`config.mk`:
```
export PLATFORM = sky130hd
export DESIGN_NAME = keypad_entry
export DESIGN_NICKNAME = d
export VERILOG_FILES = /design/src/rtl/keypad_entry_pkg.sv /design/src/rtl/keypad_entry_scanner.sv /design/src/rtl/keypad_entry.sv
export SDC_FILE = /design/constraint.sdc
export NUM_CORES = 1
export LEC_CHECK = 0
export ABC_AREA = 0
export CORE_MARGIN = 2
export CORE_UTILIZATION = 50
export DETAILED_ROUTE_END_ITERATION = 6
export PLACE_DENSITY = 0.73
export SLEW_MARGIN = 40
export SYNTH_ARGS = -nofsm -noshare
export SYNTH_HDL_FRONTEND = slang
export SYNTH_SLANG_ARGS = --single-unit
export TNS_END_PERCENT = 30
```
`constraint.sdc`:
```
create_clock -name clk_100mhz -period 7.1 [get_ports clk_100mhz]
set_input_delay 0.71 -clock clk_100mhz [delete_from_list [all_inputs] [get_ports clk_100mhz]]
set_output_delay 0.71 -clock clk_100mhz [all_outputs]
set_load 0.01 [all_outputs]
```
`src/rtl/keypad_entry_pkg.sv`:
```
// Shared key codes, scanner FSM state encoding and key-map helpers
// for the matrix keypad entry block.
package keypad_entry_pkg;

  localparam logic [3:0] KEY_A    = 4'hA;
  localparam logic [3:0] KEY_B    = 4'hB;
  localparam logic [3:0] KEY_C    = 4'hC;
  localparam logic [3:0] KEY_D    = 4'hD;
  localparam logic [3:0] KEY_STAR = 4'hE;
  localparam logic [3:0] KEY_HASH = 4'hF;

  localparam logic [1:0] ST_SCAN        = 2'd0;
  localparam logic [1:0] ST_DEB_PRESS   = 2'd1;
  localparam logic [1:0] ST_PRESSED     = 2'd2;
  localparam logic [1:0] ST_DEB_RELEASE = 2'd3;

  // Physical layout: rows top to bottom, columns left to right.
  function automatic logic [3:0] key_lookup(input logic [1:0] row, input logic [1:0] col);
    logic [3:0] code;
    case ({row, col})
      4'h0: code = 4'd1;     4'h1: code = 4'd2;     4'h2: code = 4'd3;     4'h3: code = KEY_A;
      4'h4: code = 4'd4;     4'h5: code = 4'd5;     4'h6: code = 4'd6;     4'h7: code = KEY_B;
      4'h8: code = 4'd7;     4'h9: code = 4'd8;     4'hA: code = 4'd9;     4'hB: code = KEY_C;
      4'hC: code = KEY_STAR; 4'hD: code = 4'd0;     4'hE: code = KEY_HASH; default: code = KEY_D;
    endcase
    return code;
  endfunction

  // Index of the single set bit of a one-hot column mask.
  function automatic logic [1:0] col_index(input logic [3:0] onehot);
    logic [1:0] idx;
    case (onehot)
      4'b0010: idx = 2'd1;
      4'b0100: idx = 2'd2;
      4'b1000: idx = 2'd3;
      default: idx = 2'd0;
    endcase
    return idx;
  endfunction

endpackage

```
`src/rtl/keypad_entry_scanner.sv`:
```
// Row scanner with column synchronizer, sample divider and press/release
// debounce; emits a one-cycle strobe and code per accepted key.
module keypad_scanner
  import keypad_entry_pkg::*;
#(
  parameter int SCAN_DIV   = 100000,
  parameter int DEBOUNCE_N = 4
) (
  input  logic       clk_100mhz,
  input  logic       reset,
  input  logic [3:0] col_in,
  output logic [3:0] row_out,
  output logic       key_strobe,
  output logic [3:0] key_code
);

  localparam int DIV_W = (SCAN_DIV > 1) ? $clog2(SCAN_DIV) : 1;
  localparam int CNT_W = $clog2(DEBOUNCE_N + 1);

  logic [3:0]       r_col_meta, r_col_sync, r_lat_col;
  logic [DIV_W-1:0] r_div;
  logic [1:0]       r_row, r_state;
  logic [CNT_W-1:0] r_cnt;
  logic [3:0]       r_code;

  logic             w_tick, w_none, w_one;
  logic [3:0]       w_low;
  logic [CNT_W-1:0] w_cnt_next;

  assign w_tick     = (r_div == DIV_W'(SCAN_DIV - 1));
  assign w_low      = ~r_col_sync;
  assign w_none     = (w_low == 4'd0);
  assign w_one      = !w_none && ((w_low & (w_low - 4'd1)) == 4'd0);
  assign w_cnt_next = r_cnt + 1'b1;

  assign row_out    = ~(4'b0001 << r_row);
  assign key_strobe = (r_state == ST_PRESSED);
  assign key_code   = r_code;

  always_ff @(posedge clk_100mhz or posedge reset) begin
    if (reset) begin
      r_col_meta <= 4'hF;
      r_col_sync <= 4'hF;
      r_lat_col  <= 4'hF;
      r_div      <= '0;
      r_row      <= 2'd0;
      r_state    <= ST_SCAN;
      r_cnt      <= '0;
      r_code     <= 4'd0;
    end else begin
      r_col_meta <= col_in;
      r_col_sync <= r_col_meta;
      r_div      <= w_tick ? '0 : r_div + 1'b1;
      case (r_state)
        ST_SCAN: if (w_tick) begin
          // Multi-key samples are treated like an idle row and skipped.
          if (w_one) begin
            r_lat_col <= r_col_sync;
            r_cnt     <= '0;
            r_state   <= ST_DEB_PRESS;
          end else begin
            r_row <= r_row + 2'd1;
          end
        end
        ST_DEB_PRESS: if (w_tick) begin
          if (r_col_sync == r_lat_col) begin
            r_cnt <= w_cnt_next;
            if (w_cnt_next == CNT_W'(DEBOUNCE_N)) begin
              r_state <= ST_PRESSED;
              r_code  <= key_lookup(r_row, col_index(~r_lat_col));
            end
          end else begin
            r_state <= ST_SCAN;
            r_row   <= r_row + 2'd1;
          end
        end
        ST_PRESSED: begin
          r_cnt   <= '0;
          r_state <= ST_DEB_RELEASE;
        end
        default: if (w_tick) begin
          if (w_none) begin
            r_cnt <= w_cnt_next;
            if (w_cnt_next == CNT_W'(DEBOUNCE_N)) begin
              r_state <= ST_SCAN;
              r_row   <= r_row + 2'd1;
            end
          end else begin
            r_cnt <= '0;
          end
        end
      endcase
    end
  end

endmodule

```
`src/rtl/keypad_entry.sv`:
```
// Keypad number entry: up to four decimal digits, '*' clears, '#' commits
// the accumulated value with a one-cycle valid pulse.
module keypad_entry
  import keypad_entry_pkg::*;
#(
  parameter int SCAN_DIV   = 100000,
  parameter int DEBOUNCE_N = 4
) (
  input  logic        clk_100mhz,
  input  logic        reset,
  input  logic [3:0]  col_in,
  output logic [3:0]  row_out,
  output logic        key_strobe,
  output logic [3:0]  key_code,
  output logic [15:0] accum_value,
  output logic [2:0]  digit_count,
  output logic [15:0] entered_value,
  output logic        value_valid
);

  logic        w_strobe, w_is_digit;
  logic [3:0]  w_code;
  logic [15:0] r_accum, r_entered;
  logic [2:0]  r_count;
  logic        r_valid;

  keypad_scanner #(
    .SCAN_DIV   (SCAN_DIV),
    .DEBOUNCE_N (DEBOUNCE_N)
  ) u_scanner (
    .clk_100mhz (clk_100mhz),
    .reset      (reset),
    .col_in     (col_in),
    .row_out    (row_out),
    .key_strobe (w_strobe),
    .key_code   (w_code)
  );

  assign w_is_digit    = (w_code <= 4'd9);
  assign key_strobe    = w_strobe;
  assign key_code      = w_code;
  assign accum_value   = r_accum;
  assign digit_count   = r_count;
  assign entered_value = r_entered;
  assign value_valid   = r_valid;

  always_ff @(posedge clk_100mhz or posedge reset) begin
    if (reset) begin
      r_accum   <= 16'd0;
      r_count   <= 3'd0;
      r_entered <= 16'd0;
      r_valid   <= 1'b0;
    end else begin
      r_valid <= 1'b0;
      if (w_strobe) begin
        // x*10 as shift-add; four digits cap the value at 9999.
        if (w_is_digit) begin
          if (r_count < 3'd4) begin
            r_accum <= (r_accum << 3) + (r_accum << 1) + {12'd0, w_code};
            r_count <= r_count + 3'd1;
          end
        end else if (w_code == KEY_STAR) begin
          r_accum <= 16'd0;
          r_count <= 3'd0;
        end else if (w_code == KEY_HASH) begin
          r_entered <= r_accum;
          r_valid   <= 1'b1;
          r_accum   <= 16'd0;
          r_count   <= 3'd0;
        end
      end
    end
  end

endmodule

```
==> Word level (Yosys, flattened, before mapping) <==
Memory sizes are Yosys's and may differ from the RTL's. A register that Yosys moved wholly into a read port is not among the register bits.
Index checks and enable logic that the tools add are counted.
{ "totals": {"reg_bits": 72, "romBits": 64, "inputBits": 6, "elab_cells": 107, "mem_count": 1} }
{ "op_classes": {"n_addsub": 7, "magnitude_cmp": 2, "eq_ne": 18, "shifts": 1, "mux": 42, "bitwise": 7, "n_reduce_logical": 18} }
{ "mem_list": {"columns": ["name", "words", "width", "rd", "rd_ports_with_merged_regs", "wr", "line_no", "source"], "rows": [
  ["(name not given)", 16, 4, 1, 1, 0, "keypad_entry_pkg.sv:20", "case ({row, col})"]
]} }
{ "ops": {"columns": ["cell", "n"], "rows": [
  ["$mux W16", 4],
  ["$mux W2", 19],
  ["$mux W3", 10],
  ["$pmux W2 S3", 3],
  ["$add A17 B1 Y17 const B", 1],
  ["$eq A17 B17 Y1 const B", 1],
  ["$mux W17", 1],
  ["$add A16 B16 Y16", 1],
  ["$add A16 B4 Y16", 1],
  ["$eq A4 B4 Y1 const B", 3],
  ["$not A4 Y4", 3],
  ["$ne A2 B1 Y1 const B", 5],
  ["$pmux W3 S3", 1],
  ["$reduce_bool A3 Y1", 3],
  ["$logic_not A4 Y1", 2],
  ["$reduce_and A4 Y1", 2],
  ["$reduce_bool A4 Y1", 2],
  ["$reduce_and A7 Y1", 1],
  ["$add A3 B1 Y3 const B", 2],
  ["$reduce_and A3 Y1", 2],
  ["$reduce_and A6 Y1", 1],
  ["$reduce_and A5 Y1", 1],
  ["$and A4 B4 Y4", 1],
  ["$eq A4 B2 Y1 const B", 1],
  ["18 further kinds", 24]
]} }

==> Longest topological paths before layout <==
Gate-level depths: netlist of the first run.
{ "logic_depth": {"word_depth": 8, "ltp_mapped": 10, "ltp_nobuf": 10} }

==> Hierarchy <==
A second synthesis of the first run with hierarchy kept.
{ "unflattened": {"hier_cells": 406, "hier_area_um2": 4381.7} }
{ "modules_own_cells": {"columns": ["mod", "instances", "cells_each", "area_per_inst_um2", "seq_area_each_um2"], "rows": [
  ["keypad_entry", 1, 203, 2208.4, 900.9],
  ["keypad_scanner", 1, 203, 2173.3, 1016.0]
]} }

==> Worst setup path after synthesis of the first run <==
Ideal clock, no wire load.
{ "synth_timing": {"path_type": "register to register", "from": "register u_scanner.r_code[3] (netlist: u_scanner.key_code[3])", "to": "register r_accum[14] (netlist: accum_value[14])", "arrival_ps": 2782, "t_required_ps": 6979, "slack_ps": 4197, "path_stages_with_launch": 11, "synth_period_minus_slack_ps": 2903, "cell_sequence": "dfrtp_1 -> inv_1 -> fa_1 -> inv_1 -> fa_1 -> a21o_1 -> a221oi_1 -> o211ai_1 -> a31oi_1 -> xnor2_1 -> a22o_1"} }
{ "synth_via": {"elab_chain_len": 3, "word_cells_on_any_way": 10, "cone_classes": "add/sub: 1; order compare: 1; eq/ne: 3; mux: 3; reduce/logical: 2"} }
{ "synth_lines": {"columns": ["item", "line_no", "source"], "rows": [
  ["from (decl)", "keypad_entry_scanner.sv:24", "logic [3:0] r_code;"],
  ["$add A16 B4 Y16 (tied with other cells)", "keypad_entry.sv:59", "r_accum <= (r_accum << 3) + (r_accum << 1) + {12'd0, w_code};"],
  ["$mux W16 (tied with other cells)", "keypad_entry.sv:58", "if (r_count < 3'd4) begin"],
  ["$mux W16 or $reduce_and A3 Y1 (tied branches)", null, null],
  ["to (signal assigned)", "keypad_entry.sv:59", null],
  ["to (decl)", "keypad_entry.sv:23", "logic [15:0] r_accum, r_entered;"]
]} }
Several ways; a longest one is shown, not always the timed one. The select of a mux whose other input is x is not followed.
A chain may end at the register's enable or synchronous reset.

==> Worst setup path in the final report of the first run <==
Same ends and word-level chain as after synthesis.

==> flow_summary.toml, run 1 <==
[detailed_routing]
num_vias = 2933
drtIter0Drc = 92
drtAntennaViolNets = 0
drtPass1Iterations = 4
route.detailed.drc = 0
via_per_inst = 5.411
wl_per_cell_um = 14.59
drt_wl_total_mm = 7.908

[critical_path]
slowest_stage = "fa_1"
cp-end-kind = "register"
critPathRequiredTime_ns = 7.33
startpoint_type = "register"
crit_type = "reg2reg"
crit_fanout = 6
path_cells = "inv_1 > fa_1 > inv_1 > fa_1 > a21o_1 > a221oi_1 > o211ai_1 > a31oi_1 > xnor2_1 > a22o_1"
cpPeakStageDelay_ns = 0.55
cp_num_buf_inv = 2
worstPathArrival_ns = 3.34
critPathTopFamily = "compound AO/OA/AOI/OAI gates"

[logic_synthesis]
ys_ff_latch = 76
synth.top_cell.area_share = 0.3836
ys_types = 53
synth-seq-area-share = 0.4591
postSynth.asyncResetShare = 1.000
syn_avg_cell_area_um2 = 11.02
synth_fp_nets = 426
mappedNetlistArea_mm2 = 0.004175
synthTopCellsByArea = "dfrtp_1 38%, ha_1 12%, dfstp_2 7.6%"
yosysTopAreaCell = "dfrtp_1"
yosysWarnings = 0
synth_edf_count = 0
ys.flop_type = "dfrtp_1"
syn-instance-count = 379

[timing]
setup_slack_ns = 3.992
tightest_slew_ns = 0.8460
max_freq_ghz = 0.3218
setup_violations = 0
slew_violations = 0
rsz0062_at_grt = "no"
fin_crit_sh = 0.4377
slew_headroom = 0.4360
period_needed_ns = 3.108
finalHoldViolCount = 0
skew_ns = 0.007850
final.setup.tns_ns = 0

[global_route]
grt_pass1_wl_mm = 13.33
first_global_vias = 2830
grt_usage = 0.1859
grt_max_degree = 77
antenna_found_initial = 0
overflow = 0

[finish]
final_nets = 479
multi_input_comb_area_mm2 = 0.002145
area_growth_pct = 20.92
drive_gt1_frac = 0.1213
regArea_mm2 = 0.001917
n_antenna_cell = 0
nFillCells = 656

[floorplan]
start_util = 0.5107
dieArea_mm2 = 0.009097
num_rows = 33
fp.coreArea_mm2 = 0.008175
dieHeight_um = 95.38
io_pins = 51
die_w_um = 95.38

[cts]
cts.sinks = 76
h-tree-depth = 3
hold_buffers = 0
root_buffer = "clkbuf_8"
cts_tree = "done"
insertion_delay_ns = 0.33
clock_path_buffers = 2
numCtsBuffers = 9
clkTransAtPathRegs_ns = 0.08
postCtsResizedCells = 0
cts_setup_buffers = 0

[placement]
place.gp.congestion = 0.8001
portBuffers = 50
place_ws_ns = 3.979
dp_hpwl_mm = 5.657

[power_and_ir_drop]
vdd_ir_drop_max_mv = 0.09376
p_leak_uw = 0.002452
p_per_area_mw_per_mm2 = 170.3

[worst_hold_path]
hold_path_class = "reg2reg"

[outcome]
outcome = "completed"

[flow_run]
max_cap_violations = 0
[through the flow]
step             util  power (µW)  cells  hold slack (ns)  cell area, µm²
6_report       0.6175       860.0    542           0.3596            5049
5_1_grt        0.6175       892.4    542           0.3626            5049
4_1_cts        0.6175       874.2    542           0.3602            5049
3_5_place_dp   0.5869       464.1    526           0.3490            4798
3_3_place_gp   0.5856       463.2    525           0.3456            4787
2_1_floorplan       -       457.1    379           0.3452            4175
[layer usage]
layer | up-vias | share of wire | track usage
met5 | - | 0 | 0
met4 | 0 | 0.0067 | 0.04405
met3 | 4 | 0.032 | 0.04348
met2 | 52 | 0.47 | 0.2946
met1 | 1406 | 0.49 | 0.2605
li1 | 1471 | - | -
[Yosys cell counts, types with 3 or more instances]
library cell and number:
a21oi_1 15, a22o_1 14, and3_1 7, clkbuf_1 8
dfrtp_1 64, dfstp_2 12, ha_1 39, inv_1 21
mux2_1 3, mux2_2 19, mux2i_1 3, nand2_1 22
nand2b_1 3, nand3_1 14, nand4_1 6, nor2_1 23
nor2b_1 4, nor3_1 3, o21ai_0 18, or3_1 4
xnor2_1 21, xor2_1 13
[cells by family (layout without fill, tap and decap cells)]
family          Yosys count  after routing  synth area share
compound gates           70             70            0.1142
xor+xnor                 34             34           0.07132
fa+ha+maj                41             41            0.1265
buf+inv                  32             90           0.02937
flops                    76             76            0.4591
mux                      26             26           0.07192
simple gates            100            100            0.1277
[path summary, 6_finish.rpt]
path	endpoint	slack [ns]	depth (start not counted)	from
min in group asynchronous	u_scanner.r_div[15]	0.86	3	reset
hold / removal	u_scanner.r_col_sync[0]	0.36	0	u_scanner.r_col_meta[0]
hold reg to reg	u_scanner.r_col_sync[0]	0.36	0	u_scanner.r_col_meta[0]
setup / recovery	accum_value[14]	3.99	10	u_scanner.key_code[3]
setup reg to reg	accum_value[14]	3.99	10	u_scanner.key_code[3]
max in group asynchronous	u_scanner.r_div[16]	5.74	3	reset
[report_power, final]
part,leakage (µW),internal (µW),switching [µW]
clock network,0.000127,253,152
registers,0.00101,437,2.44
logic,0.00132,5.46,10.2
[area by class of cell]
class                           instances  area share
Tap cell                              105     0.02602
Clock inverter                          4     0.01884
Sequential cell                        76      0.3797
Timing Repair Buffer                   53      0.1043
Clock buffer                           12     0.03073
Inverter                               21     0.01561
Multi-Input combinational cell        271      0.4248
[registers in the layout (all words and copies together), names as in the netlist, 3 cells and up]
| signal | count |
|---|---|
| u_scanner.key_code | 4 |
| u_scanner.r_col_meta | 4 |
| u_scanner.r_cnt | 3 |
| u_scanner.r_col_sync | 4 |
| accum_value | 16 |
| u_scanner.r_div | 17 |
| digit_count | 3 |
| entered_value | 16 |
| u_scanner.r_lat_col | 4 |
[worst reg2reg max path, delay by kind of cell, from the launching register on]
family	cells	cell delay, ns
AO/OA/AOI/OAI	5	1.27
XOR/XNOR	1	0.09
adder cells (fa/ha/maj)	2	1.01
buffers and inverters	2	0.21
flip-flops	1	0.43
[cell usage in the layout (no fill, tap or decap), types with 3 or more instances in the layout]
master            n
clkbuf_8         11
bufinv_16         3
nor2_1           23
a22o_1           14
nand2b_1          3
nand4_1           6
nor2b_1           4
nand3_1          14
mux2_1            3
clkdlybuf4s50_1  50
mux2_2           19
dfrtp_1          64
xnor2_1          21
nand2_1          22
ha_1             39
inv_1            20
dfstp_2          12
and3_1            7
xor2_1           13
a21oi_1          15
or3_1             4
o21ai_0          18
mux2i_1           3
nor3_1            3
Note: power is estimated with default switching activity, not from simulation.
==> run 2, diff against run 1 <==
==> constraint.sdc (replaced) <==
create_clock -name clk_100mhz -period 3.1 [get_ports clk_100mhz]
set_input_delay 0.31 -clock clk_100mhz [delete_from_list [all_inputs] [get_ports clk_100mhz]]
set_output_delay 0.31 -clock clk_100mhz [all_outputs]
set_load 0.01 [all_outputs]
==> run 2 against run 1 <==
  * Non-clock buffer count grew 7
  * Clock power rose by 110%
  * Via count rose by 1.6%
  * Global-route usage is 0.67 points higher
  * First-iteration DRC count rose by 47%
==> flow_summary.toml, run 2 (same netlist as run 1, synthesis figures left out) <==
[outcome]
outcome = "completed"

[power_and_ir_drop]
switching_share = 0.2106
p_leak_uw = 0.002471
vdd_ir_drop_max_mv = 0.2980
p_int_uw = 1493
p_sw_uw = 398.2
pwr-share-clk = 0.448
seq_power_share = 0.532
p_per_area_mw_per_mm2 = 371.3
combPwrFrac = 0.020

[critical_path]
startpoint_type = "register"
crit_start = "u_scanner.key_code[3]"
crit_fanout = 3
reg2reg_from = "u_scanner.key_code[3]"
critPathRequiredTime_ns = 3.38
worstPathArrival_ns = 3.18
crit_type = "reg2reg"
cp-end-kind = "register"

[finish]
utilization = 0.6230
area_growth_pct = 22.00
regMostFlops = "u_scanner.r_div"
multi_input_comb_area_mm2 = 0.002152
drive_gt1_frac = 0.1396
nFillCells = 702
most-common-layout-cells = "63 x dfrtp_1, 50 x clkdlybuf4s50_1, 39 x ha_1"
final_nets = 486
regArea_mm2 = 0.001918
design_area_mm2 = 0.005094
final_common_cell = "dfrtp_1"
n_antenna_cell = 0
largest_register_ffs = 17

[floorplan]
num_rows = 33
dieHeight_um = 95.38
die_w_um = 95.38
dieArea_mm2 = 0.009097
start_util = 0.5107
io_pins = 51
fp.coreArea_mm2 = 0.008175

[detailed_routing]
via_per_inst = 5.428
wl_per_cell_um = 14.90
drtIter0Drc = 135
num_vias = 2980
drtAntennaViolNets = 0
route.detailed.drc = 0
drt_wl_total_mm = 8.180
drtPass1Iterations = 4

[global_route]
grt_usage = 0.1926
grt_max_degree = 77
first_global_vias = 2864
overflow = 0
antenna_found_initial = 0
grt_pass1_wl_mm = 13.74

[timing]
setup_slack_ns = 0.2010
slew_violations = 0
period_needed_ns = 2.899
rsz0062_at_grt = "no"
final.setup.tns_ns = 0
setup_violations = 0
skew_ns = 0.01336
timing.hold.ws_ns = 0.3574
slew_headroom = 0.6625
max_freq_ghz = 0.3450
fin_crit_sh = 0.9351
finalHoldViolCount = 0
tightest_slew_ns = 0.5052

[cts]
hold_buffers = 0
cts_tree = "done"
root_buffer = "clkbuf_8"
clkTransAtPathRegs_ns = 0.08
numCtsBuffers = 9
clock_path_buffers = 2
h-tree-depth = 3
insertion_delay_ns = 0.35
cts.sinks = 76

[placement]
dp_hpwl_mm = 5.915
place.gp.congestion = 0.8324
place_ws_ns = 0.2050
placedInstanceArea_mm2 = 0.004852
portBuffers = 50

[flow_run]
max_cap_violations = 0

[worst_hold_path]
hold_start = "u_scanner.r_col_meta[3]"
hold_path_class = "reg2reg"
run 2: repair_timing:
item                       4_1_cts  5_1_grt
resized for setup                0        1
setup buffers                    0        1
setup endpoints to repair        0        1
run 2: final cells by class:
type | count | share of cell area
inverters | 21 | 0.01548
multi-input cells | 271 | 0.4225
well taps | 105 | 0.02579
repair buffers | 60 | 0.1155
clock inverters | 5 | 0.01646
flip-flops and latches | 76 | 0.3766
clock buffers | 11 | 0.02776
run 2: stage by stage:
| stage | std cells | power, µW |
|---|---|---|
| after global routing | 549 | 1964 |
| final | 549 | 1891 |
| after floorplan | 379 | 1047 |
| after global placement | 532 | 1063 |
| after detailed placement | 532 | 1064 |
| after CTS | 548 | 1912 |
run 2: metal layers:
layer	part of all wire	up-vias	wire length (µm)	global-route usage
met5	0	-	0	0
met4	0.0086	0	70	0.05357
met2	0.47	36	3815	0.3052
li1	-	1475	-	-
met1	0.50	1464	4055	0.2708
met3	0.029	5	238	0.03794
run 2: power by group through the flow:
stage               registers (µW)  logic, µW  clock network (µW)
finish                        1010       37.7                 848
global route                  1010       43.4                 914
CTS                           1010       39.3                 867
detailed placement            1020       39.0                   0
global placement              1020       38.8                   0
floorplan                     1020       25.3                   0
run 2: path summary, 6_finish.rpt:
path | slack, ns | depth (start not counted) | endpoint
worst max-delay path | 0.20 | 10 | accum_value[15]
worst min-delay path | 0.36 | 0 | u_scanner.r_col_sync[3]
worst max register to register | 0.20 | 10 | accum_value[15]
worst min register to register | 0.36 | 0 | u_scanner.r_col_sync[3]
max in group asynchronous | 2.40 | 3 | u_scanner.r_lat_col[1]
min in group asynchronous | 0.38 | 3 | u_scanner.r_div[4]
run 2: critical path, stage by stage, from the launching register on:
cell	delay (ns)
dfrtp_1	0.35
inv_1	0.09
fa_1	0.54
inv_1	0.07
ha_1	0.29
a21oi_1	0.16
nor2_1	0.09
o21a_1	0.20
or4_4	0.48
or4b_1	0.47
nand2_1	0.08
==> run 3, diff against run 2 <==
--- a/config.mk
+++ b/config.mk
@@ -9,6 +9,7 @@
 export CORE_MARGIN = 2
 export CORE_UTILIZATION = 50
 export DETAILED_ROUTE_END_ITERATION = 6
+export GPL_ROUTABILITY_DRIVEN = 0
 export PLACE_DENSITY = 0.73
 export SLEW_MARGIN = 40
 export SYNTH_ARGS = -nofsm -noshare
==> results of run 3 <==
Final layout, timing and power as in run 2 (identical DEF).
